## src/rtl/phy_rx_pkg.sv

```systemverilog
// Shared types and constants for the PHY receive clock/phase alignment block.
package phy_rx_pkg;

    typedef enum logic [1:0] {
        ST_IDLE   = 2'd0,
        ST_SEARCH = 2'd1,
        ST_CHECK  = 2'd2,
        ST_LOCKED = 2'd3
    } rx_state_e;

    localparam int          PH_W          = 5;
    localparam logic [7:0]  DEFAULT_COMMA = 8'hBC;

endpackage

```

## src/rtl/phy_rx_phase_counter.sv

```systemverilog
// Free-running 5-bit phase counter on clk_32f with glitch-free divided clocks
// and end-of-period strobes decoded straight from its register bits.
module phy_rx_phase_counter
    import phy_rx_pkg::*;
(
    input  logic            clk_32f,
    input  logic            reset,
    input  logic            realign,
    output logic            clk_f,
    output logic            clk_2f,
    output logic            clk_4f,
    output logic            en_f,
    output logic            en_2f,
    output logic            en_4f,
    output logic [PH_W-1:0] ph_o
);

    logic [PH_W-1:0] ph_q;
    logic [PH_W-1:0] ph_d;

    // A realign restarts the byte period; it may cut the current one short.
    assign ph_d = (reset || realign) ? '0 : ph_q + PH_W'(1);

    always_ff @(posedge clk_32f) begin
        ph_q <= ph_d;
    end

    assign clk_4f = ~ph_q[2];
    assign clk_2f = ~ph_q[3];
    assign clk_f  = ~ph_q[4];
    assign en_4f  = &ph_q[2:0];
    assign en_2f  = &ph_q[3:0];
    assign en_f   = &ph_q;
    assign ph_o   = ph_q;

endmodule

```

## src/rtl/phy_rx_clk_align_ctrl.sv

```systemverilog
// Receive clock/phase controller: hunts for the comma byte, aligns the phase
// counter to byte boundaries and delivers aligned bytes once locked.
module phy_rx_clk_align_ctrl
    import phy_rx_pkg::*;
#(
    parameter logic [7:0] COMMA       = DEFAULT_COMMA,
    parameter int         MATCH_COUNT = 4
) (
    input  logic            clk_32f,
    input  logic            reset,
    input  logic            enable,
    input  logic            serial_in,
    output logic            clk_f,
    output logic            clk_2f,
    output logic            clk_4f,
    output logic            en_f,
    output logic            en_2f,
    output logic            en_4f,
    output logic [7:0]      data_out,
    output logic            valid_out,
    output logic            comma_out,
    output logic            active,
    output rx_state_e       dbg_state_o,
    output logic [PH_W-1:0] dbg_ph_o
);

    localparam logic [2:0] MATCH_CNT = 3'(MATCH_COUNT);

    rx_state_e  state_q;
    logic [7:0] sreg_q;
    logic [2:0] cnt_q;
    logic [2:0] cnt_inc;
    logic [7:0] data_q;
    logic       valid_q;
    logic       comma_q;
    logic       is_comma;
    logic       realign;

    assign is_comma = (sreg_q == COMMA);
    assign cnt_inc  = cnt_q + 3'd1;
    // Only a SEARCH-state match moves the phase; enable low overrides it.
    assign realign  = (state_q == ST_SEARCH) && enable && is_comma;

    phy_rx_phase_counter u_phase (
        .clk_32f (clk_32f),
        .reset   (reset),
        .realign (realign),
        .clk_f   (clk_f),
        .clk_2f  (clk_2f),
        .clk_4f  (clk_4f),
        .en_f    (en_f),
        .en_2f   (en_2f),
        .en_4f   (en_4f),
        .ph_o    (dbg_ph_o)
    );

    always_ff @(posedge clk_32f) begin
        if (reset) begin
            state_q <= ST_IDLE;
            sreg_q  <= '0;
            cnt_q   <= '0;
            data_q  <= '0;
            valid_q <= 1'b0;
            comma_q <= 1'b0;
        end else begin
            sreg_q  <= {sreg_q[6:0], serial_in};
            valid_q <= 1'b0;
            if (!enable) begin
                state_q <= ST_IDLE;
                cnt_q   <= '0;
            end else begin
                case (state_q)
                    ST_IDLE: state_q <= ST_SEARCH;
                    ST_SEARCH: begin
                        if (is_comma) begin
                            cnt_q   <= 3'd1;
                            state_q <= ST_CHECK;
                        end
                    end
                    ST_CHECK: begin
                        // Commas seen between boundaries are deliberately ignored.
                        if (en_4f) begin
                            if (is_comma) begin
                                cnt_q <= cnt_inc;
                                if (cnt_inc == MATCH_CNT) state_q <= ST_LOCKED;
                            end else begin
                                cnt_q   <= '0;
                                state_q <= ST_SEARCH;
                            end
                        end
                    end
                    ST_LOCKED: begin
                        if (en_4f) begin
                            data_q  <= sreg_q;
                            valid_q <= 1'b1;
                            comma_q <= is_comma;
                        end
                    end
                    default: state_q <= ST_IDLE;
                endcase
            end
        end
    end

    assign data_out    = data_q;
    assign valid_out   = valid_q;
    assign comma_out   = comma_q;
    assign active      = (state_q == ST_LOCKED);
    assign dbg_state_o = state_q;

endmodule
```

## config.mk

```make
export PLATFORM = sky130hd
export DESIGN_NAME = phy_rx_clk_align_ctrl
export DESIGN_NICKNAME = d
export VERILOG_FILES = /design/src/rtl/phy_rx_pkg.sv /design/src/rtl/phy_rx_phase_counter.sv /design/src/rtl/phy_rx_clk_align_ctrl.sv
export SDC_FILE = /design/constraint.sdc
export NUM_CORES = 1
export LEC_CHECK = 0
export CORE_MARGIN = 2
export CORE_UTILIZATION = 45
export DETAILED_ROUTE_END_ITERATION = 10
export PLACE_DENSITY = 0.73
export SETUP_SLACK_MARGIN = 0.05
export SLEW_MARGIN = 20
export SYNTH_ARGS = -nofsm -noshare
export SYNTH_HDL_FRONTEND = slang
export SYNTH_HIERARCHICAL = 1
export SYNTH_SLANG_ARGS = --single-unit
```

## constraint.sdc

```tcl
create_clock -name clk_32f -period 4.85 [get_ports clk_32f]
set_input_delay 0.97 -clock clk_32f [delete_from_list [all_inputs] [get_ports clk_32f]]
set_output_delay 0.97 -clock clk_32f [all_outputs]
set_load 0.005 [all_outputs]
```

* Yosys cells after proc, flatten, opt, wreduce, memory -nomap -nowiden *
Cells that the tools add are included.

operators by class
  add/sub/neg operators = 2
  eq/ne operators = 8
  muxes and demuxes = 10
  bitwise logic cells = 5
  reductions and logical operators = 14

operators with widths
  kind                                                                    count
  5-bit AND reduction                                                     2
  3-bit 2-to-1 mux                                                        3
  8-bit equality test (second input constant)                             1
  2-bit 2-to-1 mux                                                        4
  4-bit AND reduction                                                     2
  2-bit one-hot mux with 3 select lines                                   1
  3-bit one-hot mux with 2 select lines                                   1
  3-bit AND reduction                                                     2
  5-bit by 1-bit adder with 5-bit output (second input constant)          1
  1-bit inverter                                                          5
  2-bit equality test (second input constant)                             2
  2-bit != test (second input constant)                                   2
  3-bit by 1-bit adder with 3-bit output (second input constant)          1
  3-bit equality test (second input constant)                             1
  3-bit != test (second input constant)                                   1
  3-bit nonzero test                                                      1
  3-bit OR reduction                                                      1
  2-bit by 1-bit equality test with 1-bit output (second input constant)  1
  1-bit logical AND                                                       2
  2-bit zero test                                                         1
  2-bit nonzero test                                                      1
  2-bit OR reduction                                                      1
  1-bit logical OR                                                        1
  1-bit 2-to-1 mux                                                        1

storage, ports and cells
  bits in registers = 28
  input port bits = 4
  output and inout port bits = 24

* Longest topological paths before layout *
  depth in word-level cells = 6
  gate-level depth with buffers = 6
  gate-level depth less buffers = 6

* Cells and area by module *
The synthesis kept the hierarchy.

by module, submodules not included
  module                 instances  cells each  area an instance (um2)  sequential area each (um2)
  phy_rx_clk_align_ctrl  1          107         977.2                   460.4
  phy_rx_phase_counter   1          21          221.5                   100.1

* Least setup slack after synthesis *
Ideal clock, no wire load.

  kind = input-to-reg
  from = input port reset
  to = register state_q[0] (netlist: dbg_state_o[0])
  arrival time = 1958 ps
  data required time = 4766 ps
  slack = 2808 ps
  cell stages on the path = 4
  path buffers = 1
  cell sequence = clkbuf_1 -> nand2b_1 -> or4_1 -> o31ai_2

between the ends
  cells in the longest elaborated chain, start to end = 1

ends and longest elaborated chain
  what                                 line                         RTL
  start, declared                      phy_rx_clk_align_ctrl.sv:10  input logic reset,
  2-bit OR reduction (no source line)  -
  end signal, assigned                 phy_rx_clk_align_ctrl.sv:59  state_q <= ST_IDLE;
  end signal, assigned                 phy_rx_clk_align_ctrl.sv:69  state_q <= ST_IDLE;
  end signal, assigned                 phy_rx_clk_align_ctrl.sv:73  ST_IDLE: state_q <= ST_SEARCH;
  end, declared                        phy_rx_clk_align_ctrl.sv:29  rx_state_e state_q;

Every way passes these cells.
A chain may end at the register's enable or synchronous reset.

* Worst setup path in the final report *
  from = register u_phase.ph_q[0] (netlist: u_phase/ph_o[0])
  to = output port en_4f

between the ends
  cells in the longest elaborated chain, start to end = 1

ends and longest elaborated chain
  what                    line                         RTL
  start, declared         phy_rx_phase_counter.sv:18   logic [PH_W-1:0] ph_q;
  start signal, assigned  phy_rx_phase_counter.sv:25   ph_q <= ph_d;
  3-bit AND reduction     phy_rx_phase_counter.sv:31   assign en_4f = &ph_q[2:0];
  end, declared           phy_rx_clk_align_ctrl.sv:18  output logic en_4f,

Every way passes these cells.

==> reports/qor.yml <==
critical_path:
  path_class: "flop to output pin"
  cp-startpoint: "u_phase/ph_o[0]"
  rrSetupSlack_ns: 2.89
  cp_max_fo: 9
  start_kind: "flop"
  required_ns: 3.88
  r2r_cells: 5
  critical_path_arrival_ns: 1.83
  cp-end-kind: "output pin"
  reg2reg_to: "u_phase/ph_o[3]"
  regToRegStartpoint: "sreg_q[6]"
timing:
  worstMarginPinSlew_ns: 0.744
  setup_viol: 0
  setup_tns_ns: 0
  finalMaxSlewViolations: 0
  rsz0062_at_grt: "no"
  relSlewSlack: 0.502
  hold_ws_ns: 0.469
  hold_violations: 0
  finalClockSkew_ns: 0.00526
  period_minus_slack_ns: 2.80
  post-route-period-util: 0.577
  max_freq_mhz: 357
cells_and_area:
  antennaDiodeCount: 0
  drive_above_1_share: 0.0705
  final_nets: 169
  area_growth_pct: 27.8
  most-common-layout-cells: "dfxtp_1 (28), clkdlybuf4s50_1 (27), nand2_1 (22)"
  final_common_cell: "dfxtp_1"
clocking:
  cts_setup_buffers: 0
  root_buffer: "clkbuf_4"
  cts_buffer_depth: 2
  clock_sinks: 28
  post_cts_resized: 0
  cts_tree: "built"
  cts-hold-fix-buffers: 0
  clock_latency_ns: 0.33
  h-tree-depth: 1
  cts.clk_slew.worst_paths_ns: 0.15
  cts_buffers: 3
run:
  maxCapViolCount: 0
power:
  power.density_nw_per_um2: 246
  power_leakage_nw: 0.571
  peakVddDrop_mv: 0.215
floorplanning:
  die_y_um: 55.6
  start_util: 0.479
  ios: 28
  dieArea_um2: 3090
  placementRows: 18
  design.core.area_um2: 2500
  die_x_um: 55.6
worst_hold_path:
  worstHoldStart: "data_out[0]"
  hold_path_depth: 2
  min_to: "data_out[0]"
  hp-class: "flop to flop"
run_status:
  status: "finished clean"
drt:
  wl_per_cell_um: 12.9
  drc_errors: 0
  dr_wl_met2_um: 1230
  maxUsedRoutingLayer: "met4"
  m1WireLength_um: 1090
  ant_nets: 0
  vias: 983
  wl_met3_um: 50
  wirelength_um: 2410
  drt_iter0_drc: 14
  firstDrtPassIters: 4
  via_per_inst: 5.28
placement:
  place_congestion: 0.738
  numPortBuffers: 27
  dpl.hpwl_um: 1840
yosys:
  syn_nets: 140
  synth.cell_area_um2: 1200
  synth_adder_area_share: 0.0835
  syn_inst: 128
  synth_ff_type: "dfxtp_1"
  synthMuxAreaShare: 0.0292
  ys_warn_count: 6
  seq_area_frac_synth: 0.468
  ys_types: 31
  synth_top_family_by_area: "simple AND/OR/NAND/NOR gates"
  yosys.area_share.simple: 0.265
  synth_edf_count: 0
  synth-xor-area-share: 0.00731
  synth_area_per_cell_um2: 9.36
  ys_async_sr_fraction: 0
  synth_compound_area_frac: 0.116
  yosys_register_bits: 28
global_routing:
  grt.total_usage: 0.166
  grt_overflow: 0
  antenna_found_initial: 0
  grt_pass1_vias: 905
  grt_pass1_wl_um: 4090
  grt_max_degree: 24
area by class of cell:
cell class | count | area, um2
clock buffers | 4 | 36.3
fillers | 229 | 968
inverters | 7 | 26.3
multi-input cells | 90 | 601
flip-flops and latches | 28 | 561
well taps | 30 | 37.5
repair buffers | 27 | 270
routing by layer:
| layer | global-route usage | vias to the layer above |
|---|---|---|
| met5 | 0 | - |
| met4 | 0.0732 | 0 |
| met3 | 0.0279 | 4 |
| met2 | 0.276 | 10 |
| met1 | 0.212 | 474 |
| li1 | - | 495 |
worst max-delay path by stage:
stage	cells after the start	slack (ns)	end
global placement	4	2.01	dbg_state_o[0]
floorplan	4	2.81	dbg_state_o[0]
finish	3	2.05	en_4f
global route	3	1.95	en_4f
detailed placement	4	1.95	dbg_state_o[0]
CTS	3	2.05	en_4f
stage by stage:
| step | power (W) | instances | cell area, um2 | setup slack, ns | util |
|---|---|---|---|---|---|
| 6_report | 0.000376 | 186 | 1530 | 2.05 | 0.613 |
| 5_1_grt | 0.000395 | 186 | 1530 | 1.95 | 0.613 |
| 4_1_cts | 0.000382 | 186 | 1530 | 2.05 | 0.613 |
| 3_5_place_dp | 0.000268 | 182 | 1500 | 1.95 | 0.598 |
| 3_3_place_gp | 0.000267 | 182 | 1500 | 2.01 | 0.598 |
| 2_1_floorplan | 0.000255 | 128 | 1200 | 2.81 | - |
power breakdown:
| part | internal, W | switching [W] | leakage [nW] |
|---|---|---|---|
| clock network | 0.0000460 | 0.0000672 | 0.0210 |
| logic | 0.0000131 | 0.0000113 | 0.323 |
| registers | 0.000234 | 0.00000451 | 0.227 |
cell families after synthesis:
family                   after synthesis
AO/OA/AOI/OAI                         20
XOR/XNOR                               1
adder cells (fa/ha/maj)                8
buffers and inverters                 10
flip-flops                            28
multiplexers                           3
AND/OR/NAND/NOR                       58
registers in the layout, indices dropped and copies added (netlist names):
| register | flops |
|---|---|
| data_out | 8 |
| sreg_q | 8 |
| u_phase/ph_o | 5 |
| cnt_q | 3 |
| dbg_state_o | 2 |
| comma_out | 1 |
| valid_out | 1 |
critical path, stage by stage, from the launching register on:
cell and delay, ns:
dfxtp_1 0.42, ha_1 0.18, ha_1 0.33, clkdlybuf4s50_1 0.57
synth_stat cells (2+ instances only):
cell type  instances  area share
dfxtp_1           28        0.47
and2_1             3       0.016
o21ai_0            3       0.013
nand2_1           22       0.069
inv_1              7       0.022
ha_1               8       0.084
nor3_1             3       0.013
nand3_1            3       0.013
a21oi_1           12       0.050
nor2b_1            9       0.047
nor2_1             2      0.0063
and3_1             3       0.016
clkbuf_1           3      0.0094
nand4_1            2       0.010
mux2i_1            2       0.017
nand2b_1           3       0.016
Power figures use the tool's default switching activity.
